--- config.mk ---
export PLATFORM = sky130hd
export DESIGN_NAME = rv_iommu_ls_init
export DESIGN_NICKNAME = d
export VERILOG_FILES = /design/src/rtl/rv_iommu_ls_pkg.sv /design/src/rtl/rv_iommu_rr_arb.sv /design/src/rtl/rv_iommu_ls_init.sv
export SDC_FILE = /design/constraint.sdc
export NUM_CORES = 2
export LEC_CHECK = 0
export ABC_AREA = 1
export CAP_MARGIN = 25
export CORE_AREA = 5 5 516 518
export DETAILED_ROUTE_END_ITERATION = 16
export DIE_AREA = 0 0 521 523
export MAX_ROUTING_LAYER = met4
export PLACE_DENSITY = 0.45
export SLEW_MARGIN = 20
export SYNTH_ARGS = -nofsm -noshare
export SYNTH_HDL_FRONTEND = slang
export SYNTH_SLANG_ARGS = --single-unit
--- constraint.sdc ---
create_clock -name clk -period 2.6 [get_ports clk]
set_input_delay 0.52 -clock clk [delete_from_list [all_inputs] [get_ports clk]]
set_output_delay 0.52 -clock clk [all_outputs]
set_load 0.02 [all_outputs]
--- src/rtl/rv_iommu_ls_pkg.sv ---
// Shared types for the IOMMU walker load/store initiator.
package rv_iommu_ls_pkg;

  // Field widths of the default initiator instance; ls_req_t is sized from these.
  localparam int LS_ADDR_W = 46;
  localparam int LS_SIZE_W = 7;
  localparam int LS_TAG_W  = 2;

  // Op encodings must stay aligned with the consts.vh users.
  typedef enum logic [1:0] {
    OP_LOAD  = 2'd0,
    OP_STORE = 2'd1,
    OP_AMO   = 2'd2
  } ls_op_e;

  typedef enum logic [1:0] {
    IS_IDLE = 2'd0,
    IS_REQ  = 2'd1,
    IS_REL  = 2'd2
  } issue_state_e;

  typedef enum logic {
    RS_IDLE = 1'b0,
    RS_ACK  = 1'b1
  } ret_state_e;

  typedef struct packed {
    logic [LS_ADDR_W-1:0] addr;
    ls_op_e               op;
    logic [LS_SIZE_W-1:0] size;
    logic [LS_TAG_W-1:0]  tag;
  } ls_req_t;

  // Ops that expect a data return on the w_ld_* channel.
  function automatic logic is_data_op(input logic [1:0] op);
    return (op == OP_LOAD) || (op == OP_AMO);
  endfunction

endpackage

--- src/rtl/rv_iommu_rr_arb.sv ---
// Combinational round-robin picker: first requester at or after ptr, wrapping.
module rv_iommu_rr_arb #(
  parameter  int N  = 4,
  localparam int IW = (N > 1) ? $clog2(N) : 1
) (
  input  logic [N-1:0]  req,
  input  logic [IW-1:0] ptr,
  output logic [N-1:0]  gnt,
  output logic [IW-1:0] idx
);

  // Scan from the far end so the candidate closest to ptr is the last one written.
  always_comb begin
    gnt = '0;
    idx = '0;
    for (int i = N - 1; i >= 0; i--) begin
      if (req[(int'(ptr) + i) % N]) begin
        gnt = '0;
        gnt[(int'(ptr) + i) % N] = 1'b1;
        idx = IW'((int'(ptr) + i) % N);
      end
    end
  end

endmodule

--- src/rtl/rv_iommu_ls_init.sv ---
// Walker-side initiator of the IOMMU load/store port. Arbitrates MAX_PW walk
// clients, issues one tagged request at a time over the 4-phase w_ls_* handshake
// and routes w_ld_* returns back to the owning client by tag.
//
//  state    | meaning
//  IS_IDLE  | no request on the port; pick next eligible client
//  IS_REQ   | request irdy high, waiting for responder trdy
//  IS_REL   | irdy dropped, waiting for trdy release; stores complete here
//  RS_IDLE  | no return in progress
//  RS_ACK   | return captured, trdy high, waiting for irdy release
module rv_iommu_ls_init
  import rv_iommu_ls_pkg::*;
#(
  parameter  int MAX_PW = 4,
  parameter  int ADDR_W = LS_ADDR_W,
  parameter  int DATA_W = 512,
  localparam int TW     = (MAX_PW > 1) ? $clog2(MAX_PW) : 1
) (
  input  logic                   clk,
  input  logic                   rst_n,
  input  logic [MAX_PW-1:0]      cl_req_irdy_i,
  output logic [MAX_PW-1:0]      cl_req_trdy_o,
  input  logic [MAX_PW*ADDR_W-1:0] cl_addr_i,
  input  logic [MAX_PW*2-1:0]    cl_op_i,
  input  logic [MAX_PW*7-1:0]    cl_size_i,
  output logic [MAX_PW-1:0]      cl_ld_valid_o,
  output logic [MAX_PW-1:0]      cl_st_done_o,
  output logic [DATA_W-1:0]      cl_ld_data_o,
  output logic                   cl_ld_acc_fault_o,
  output logic                   cl_ld_poison_o,
  output logic [ADDR_W-1:0]      w_ls_addr_o,
  output logic [1:0]             w_ls_op_o,
  output logic [6:0]             w_ls_size_o,
  output logic [TW-1:0]          w_ls_tag_o,
  output logic                   w_ls_req_irdy_o,
  input  logic                   w_ls_req_trdy_i,
  input  logic [DATA_W-1:0]      w_ld_data_i,
  input  logic                   w_ld_acc_fault_i,
  input  logic                   w_ld_poison_i,
  input  logic [TW-1:0]          w_ld_tag_i,
  input  logic                   w_ld_data_irdy_i,
  output logic                   w_ld_data_trdy_o,
  output logic                   err_unexp_tag_o
);

  issue_state_e is_q, is_n;
  ret_state_e   rs_q, rs_n;

  logic [MAX_PW-1:0] ob_q, ob_set, ob_clr_st, ob_clr_ld;
  logic [1:0]        op_q [MAX_PW];
  logic [TW-1:0]     rr_q, rr_n;

  ls_req_t           req_q, req_n;
  logic              irdy_q, irdy_n;
  logic [MAX_PW-1:0] trdy_q, trdy_n;
  logic [MAX_PW-1:0] st_done_q, st_done_n;

  logic              dtrdy_q, dtrdy_n;
  logic [DATA_W-1:0] cap_data_q, cap_data_n;
  logic              cap_fault_q, cap_fault_n;
  logic              cap_poison_q, cap_poison_n;
  logic [TW-1:0]     cap_tag_q, cap_tag_n;
  logic [MAX_PW-1:0] ld_valid_q, ld_valid_n;
  logic [DATA_W-1:0] ld_data_q, ld_data_n;
  logic              ld_fault_q, ld_fault_n;
  logic              ld_poison_q, ld_poison_n;
  logic              err_q, err_n;

  logic [MAX_PW-1:0] eligible, gnt;
  logic [TW-1:0]     gidx;

  // Registered ob keeps a client out of arbitration until the cycle after it completes.
  assign eligible = cl_req_irdy_i & ~ob_q;

  rv_iommu_rr_arb #(.N(MAX_PW)) u_arb (
    .req (eligible),
    .ptr (rr_q),
    .gnt (gnt),
    .idx (gidx)
  );

  // Issue FSM next-state and registered-output values.
  always_comb begin
    is_n      = is_q;
    req_n     = req_q;
    irdy_n    = irdy_q;
    trdy_n    = '0;
    st_done_n = '0;
    rr_n      = rr_q;
    ob_set    = '0;
    ob_clr_st = '0;
    unique case (is_q)
      IS_IDLE: begin
        if (|eligible) begin
          trdy_n     = gnt;
          ob_set     = gnt;
          irdy_n     = 1'b1;
          req_n.addr = cl_addr_i[int'(gidx)*ADDR_W +: ADDR_W];
          req_n.op   = ls_op_e'(cl_op_i[int'(gidx)*2 +: 2]);
          req_n.size = cl_size_i[int'(gidx)*7 +: 7];
          req_n.tag  = gidx;
          rr_n       = (int'(gidx) == MAX_PW - 1) ? '0 : gidx + 1'b1;
          is_n       = IS_REQ;
        end
      end
      IS_REQ: begin
        if (w_ls_req_trdy_i) begin
          irdy_n = 1'b0;
          is_n   = IS_REL;
        end
      end
      IS_REL: begin
        if (!w_ls_req_trdy_i) begin
          if (req_q.op == OP_STORE) begin
            st_done_n[req_q.tag] = 1'b1;
            ob_clr_st[req_q.tag] = 1'b1;
          end
          is_n = IS_IDLE;
        end
      end
      default: is_n = IS_IDLE;
    endcase
  end

  // Issue FSM state and output registers.
  always_ff @(posedge clk) begin
    if (!rst_n) begin
      is_q      <= IS_IDLE;
      req_q     <= '0;
      irdy_q    <= 1'b0;
      trdy_q    <= '0;
      st_done_q <= '0;
      rr_q      <= '0;
    end else begin
      is_q      <= is_n;
      req_q     <= req_n;
      irdy_q    <= irdy_n;
      trdy_q    <= trdy_n;
      st_done_q <= st_done_n;
      rr_q      <= rr_n;
    end
  end

  // Return FSM next-state; a return is only delivered if its tag awaits data.
  always_comb begin
    rs_n         = rs_q;
    dtrdy_n      = dtrdy_q;
    cap_data_n   = cap_data_q;
    cap_fault_n  = cap_fault_q;
    cap_poison_n = cap_poison_q;
    cap_tag_n    = cap_tag_q;
    ld_valid_n   = '0;
    ld_data_n    = ld_data_q;
    ld_fault_n   = ld_fault_q;
    ld_poison_n  = ld_poison_q;
    err_n        = err_q;
    ob_clr_ld    = '0;
    unique case (rs_q)
      RS_IDLE: begin
        if (w_ld_data_irdy_i) begin
          cap_data_n   = w_ld_data_i;
          cap_fault_n  = w_ld_acc_fault_i;
          cap_poison_n = w_ld_poison_i;
          cap_tag_n    = w_ld_tag_i;
          dtrdy_n      = 1'b1;
          rs_n         = RS_ACK;
        end
      end
      RS_ACK: begin
        if (!w_ld_data_irdy_i) begin
          dtrdy_n = 1'b0;
          if (ob_q[cap_tag_q] && is_data_op(op_q[cap_tag_q])) begin
            ld_valid_n[cap_tag_q] = 1'b1;
            ob_clr_ld[cap_tag_q]  = 1'b1;
            ld_data_n             = cap_data_q;
            ld_fault_n            = cap_fault_q;
            ld_poison_n           = cap_poison_q;
          end else begin
            err_n = 1'b1;
          end
          rs_n = RS_IDLE;
        end
      end
      default: rs_n = RS_IDLE;
    endcase
  end

  // Return FSM state, capture and output registers.
  always_ff @(posedge clk) begin
    if (!rst_n) begin
      rs_q         <= RS_IDLE;
      dtrdy_q      <= 1'b0;
      cap_data_q   <= '0;
      cap_fault_q  <= 1'b0;
      cap_poison_q <= 1'b0;
      cap_tag_q    <= '0;
      ld_valid_q   <= '0;
      ld_data_q    <= '0;
      ld_fault_q   <= 1'b0;
      ld_poison_q  <= 1'b0;
      err_q        <= 1'b0;
    end else begin
      rs_q         <= rs_n;
      dtrdy_q      <= dtrdy_n;
      cap_data_q   <= cap_data_n;
      cap_fault_q  <= cap_fault_n;
      cap_poison_q <= cap_poison_n;
      cap_tag_q    <= cap_tag_n;
      ld_valid_q   <= ld_valid_n;
      ld_data_q    <= ld_data_n;
      ld_fault_q   <= ld_fault_n;
      ld_poison_q  <= ld_poison_n;
      err_q        <= err_n;
    end
  end

  // Outstanding bitmap and per-client op; set and clear never target the same client.
  always_ff @(posedge clk) begin
    if (!rst_n) begin
      ob_q <= '0;
      for (int i = 0; i < MAX_PW; i++) op_q[i] <= '0;
    end else begin
      ob_q <= (ob_q & ~(ob_clr_st | ob_clr_ld)) | ob_set;
      for (int i = 0; i < MAX_PW; i++) begin
        if (ob_set[i]) op_q[i] <= cl_op_i[i*2 +: 2];
      end
    end
  end

  assign cl_req_trdy_o     = trdy_q;
  assign cl_st_done_o      = st_done_q;
  assign cl_ld_valid_o     = ld_valid_q;
  assign cl_ld_data_o      = ld_data_q;
  assign cl_ld_acc_fault_o = ld_fault_q;
  assign cl_ld_poison_o    = ld_poison_q;
  assign w_ls_addr_o       = req_q.addr;
  assign w_ls_op_o         = req_q.op;
  assign w_ls_size_o       = req_q.size;
  assign w_ls_tag_o        = req_q.tag;
  assign w_ls_req_irdy_o   = irdy_q;
  assign w_ld_data_trdy_o  = dtrdy_q;
  assign err_unexp_tag_o   = err_q;

endmodule

==> metrics <==
CP Capture Type=output port; post-cts resize count=22; initial cell density of the core=15.79%; combinational share of power=27.8%; max_cap viols=0; Clock Path Buffers=3; global-route wire length before repair=304900 microns; cell count after synthesis=5454; Yosys Warn Count=0; flops & latches, synth=1117; hold_buf cts=0; crit-path max FO=2; GRT Total Usage=approximately 16%; wire length per cell=21.31 microns; Die ar.=272500 sq um; core area=between 200000 and 300000 sq um; Pleak=24.64 nW; sequential share of the synthesized area=54.34%; vias post-DR=between 40k and 50k; port bufs=between 1k and 1.5k; Tmin final=approximately 2.5 ns; CTS buffer count=141; Layout Utilization=24.72%; post-DP HPWL=176100 microns; Hold Vio Cnt, Final=0; I/O pin count=1330; Pre-antenna DRT Iters=6; post-synthesis average cell area=7.559 sq um; layout cell share with drive strength beyond 1=approximately 6.5%; H-Tree Depth=4; Layout Skew=between 0.04 and 0.05 ns; Synthesized Nets=6204; vias per inst=3.951; WP data required=roughly 2.1 ns; CTS Sinks=1117; number of global-route vias before repair=39.94k; Setup violations, final=0; FMAX=402.3 MHz; ANT nets after route=0; Crit path arrival time=between 1.5 and 2 ns; part of the power in registers=between 30 and 40%; post-synth top area share=a little over half; status=finished, final reports clean; Area Overhead vs Synth=56.59%; Bufs and invs on worst path=1; placed standard-cell area=roughly 59000 sq um; mapped cell area=41220 sq um; clock share of power=a little under two fifths; Hold WC Path Type=in2reg; Slowest-stage cell, CP=clkdlybuf4s50_1; crit path kind=reg2out; largest net degree at the start of global routing=90; Final Max Slew Viols=0; DRT iter0 DRCs=2494; gpl congestion=0.9419; nets@finish=between 7k and 8k; final instance area=64550 sq um; unrepaired setup endpoints after global routing=no; Final Cycle Share=95.61%; Placed Cells=9994; Die Wd=521 microns; pre-CTS WS=-0.06357 ns; CTS clock-pin slew for the worst setup and hold paths=0.06 ns; DRC errors left=0; Max-slew headroom=60.79%; # fillers=around 29k; crit-path max cell delay=~0.74 ns; CTS tree=done; fin worst setup slack=0.1140 ns; worst vdd ir=0.0008871 V; Yosys cell types=29; Power Internal=0.03673 W; Skew-Pair Late Insertion Delay=0.79 ns; Worst-Margin Slew=approximately 0.59 ns; Psw=0.01867 W; Post CTS Setup Buffer Count=0; switching part of the total power=33.70%; largest cells by area after synthesis=dfxtp_1 54%, o21ai_0 13%, nor2_1 11%, a21oi_1 6.8%, inv_1 5.9%; CP delay by family, top=buffers and inverters; crit path launch type=flop; antenna violations before repair=143; GRT overflow=0; Non-Filler Instances=10.35k; dominant cell type by area after synthesis=dfxtp_1; CTS root buf=clkbuf_16; PD cells=858.3 nW/um^2; Rows=188; DRT Wirelength=220600 microns; Chip Height=523 microns; CP cell instances=clkdlybuf4s50_1
## layer usage
| layer | track usage (%) | wire [microns] | up-vias | part of all wire [%] |
|---|---|---|---|---|
| li1 | - | - | 20100 | - |
| met1 | 17.88 | 89440 | 19200 | 41 |
| met2 | 25.77 | 103100 | 1327 | 47 |
| met3 | 7.243 | 22480 | 288 | 10 |
| met4 | 3.909 | 5631 | 0 | 2.6 |
| met5 | - | 0 | - | 0 |
## Yosys cell counts
| cell type | instances |
|---|---|
| nor2_1 | 1182 |
| buf_2 | 33 |
| o211ai_1 | 4 |
| nand3b_1 | 23 |
| dfxtp_1 | 1113 |
| inv_1 | 653 |
| clkinv_1 | 1 |
| inv_4 | 1 |
| inv_2 | 4 |
| nand3_1 | 165 |
| nand2_1 | 279 |
| nand4_1 | 3 |
| a21oi_1 | 559 |
| edfxtp_1 | 4 |
| o21ai_0 | 1040 |
| o21ai_2 | 1 |
| buf_1 | 25 |
| a21boi_1 | 1 |
| nand2_2 | 7 |
| a211oi_1 | 2 |
| buf_6 | 6 |
| nor3_1 | 2 |
| buf_4 | 7 |
| ha_1 | 6 |
| clkbuf_1 | 328 |
| nand2_4 | 2 |
| a31oi_1 | 1 |
| nor2_2 | 1 |
| nor3b_1 | 1 |
## cell type report
type,instances,area [sq um],share of cell area [%]
antenna,105,262.8,0.4070
clock buffer,201,4074,6.311
clock inverter,54,783.3,1.213
inverter,659,2484,3.847
multi-input combinational,3279,14770,22.88
sequential,1117,22400,34.70
tap,3420,4279,6.629
timing repair buffer,1519,15500,24.01
## cell families after synthesis
family | share of synthesized area (%)
DFF | 54.34
adders and majority gates | 0.1821
buffers and inverters | 9.913
and+or+nand+nor | 15.99
AOI/OAI and AO/OA | 19.58
## registers in the layout (all words and copies together) (netlist names), 4 cells and up, named ones only
register / count
cap_data_q: 512
cl_ld_data_o: 512
w_ls_addr_o: 46
w_ls_size_o: 7
cl_ld_valid_o: 4
cl_req_trdy_o: 4
cl_st_done_o: 4
ob_q: 4
op_q: 4
## path summary, 6_finish.rpt
check / slack [ns] / end / cells past startpoint / from
setup / recovery: 0.11 / w_ls_addr_o[23] / 1 / w_ls_addr_o[23]
hold / removal: 0.14 / cap_data_q[112] / 3 / rst_n
setup reg to reg: 0.37 / w_ls_addr_o[21] / 16 / rr_q[0]
hold reg to reg: 0.44 / cl_ld_data_o[22] / 2 / cl_ld_data_o[22]
## power groups by stage
stage / Clock (W) / Sequential [W] / Combinational [W]
after floorplan: 0 / 0.0206 / 0.00739
after global placement: 0 / 0.0199 / 0.0154
after detailed placement: 0 / 0.0200 / 0.0155
after CTS: 0.0211 / 0.0196 / 0.0155
after global routing: 0.0218 / 0.0198 / 0.0169
final: 0.0204 / 0.0196 / 0.0154
## metrics by stage
step / power, W / hold slack [ns] / setup TNS (ns)
floorplan: 0.02799 / 0.4574 / 0
global route: 0.05843 / 0.09331 / 0
CTS: 0.05629 / 0.06815 / 0
detailed placement: 0.03546 / 0.4343 / -0.1133
finish: 0.05540 / 0.1418 / 0
global placement: 0.03538 / 0.4293 / -0.04259
## layout by cell type, fill, tap and decap left out, types with 22 or more instances in the layout
master / Yosys / routed
clkbuf_8: 0 / 32
clkbuf_1: 328 / 28
dlygate4sd2_1: 0 / 22
nand2_1: 279 / 279
nor2_1: 1182 / 1181
dfxtp_1: 1113 / 1113
diode_2: 0 / 105
o21ai_0: 1040 / 1040
nand3_1: 165 / 164
nand3b_1: 23 / 23
a21oi_1: 559 / 559
clkbuf_16: 0 / 141
clkdlybuf4s50_1: 0 / 1302
buf_4: 7 / 130
buf_12: 0 / 64
inv_1: 653 / 653
Power figures use the tool's default switching activity.
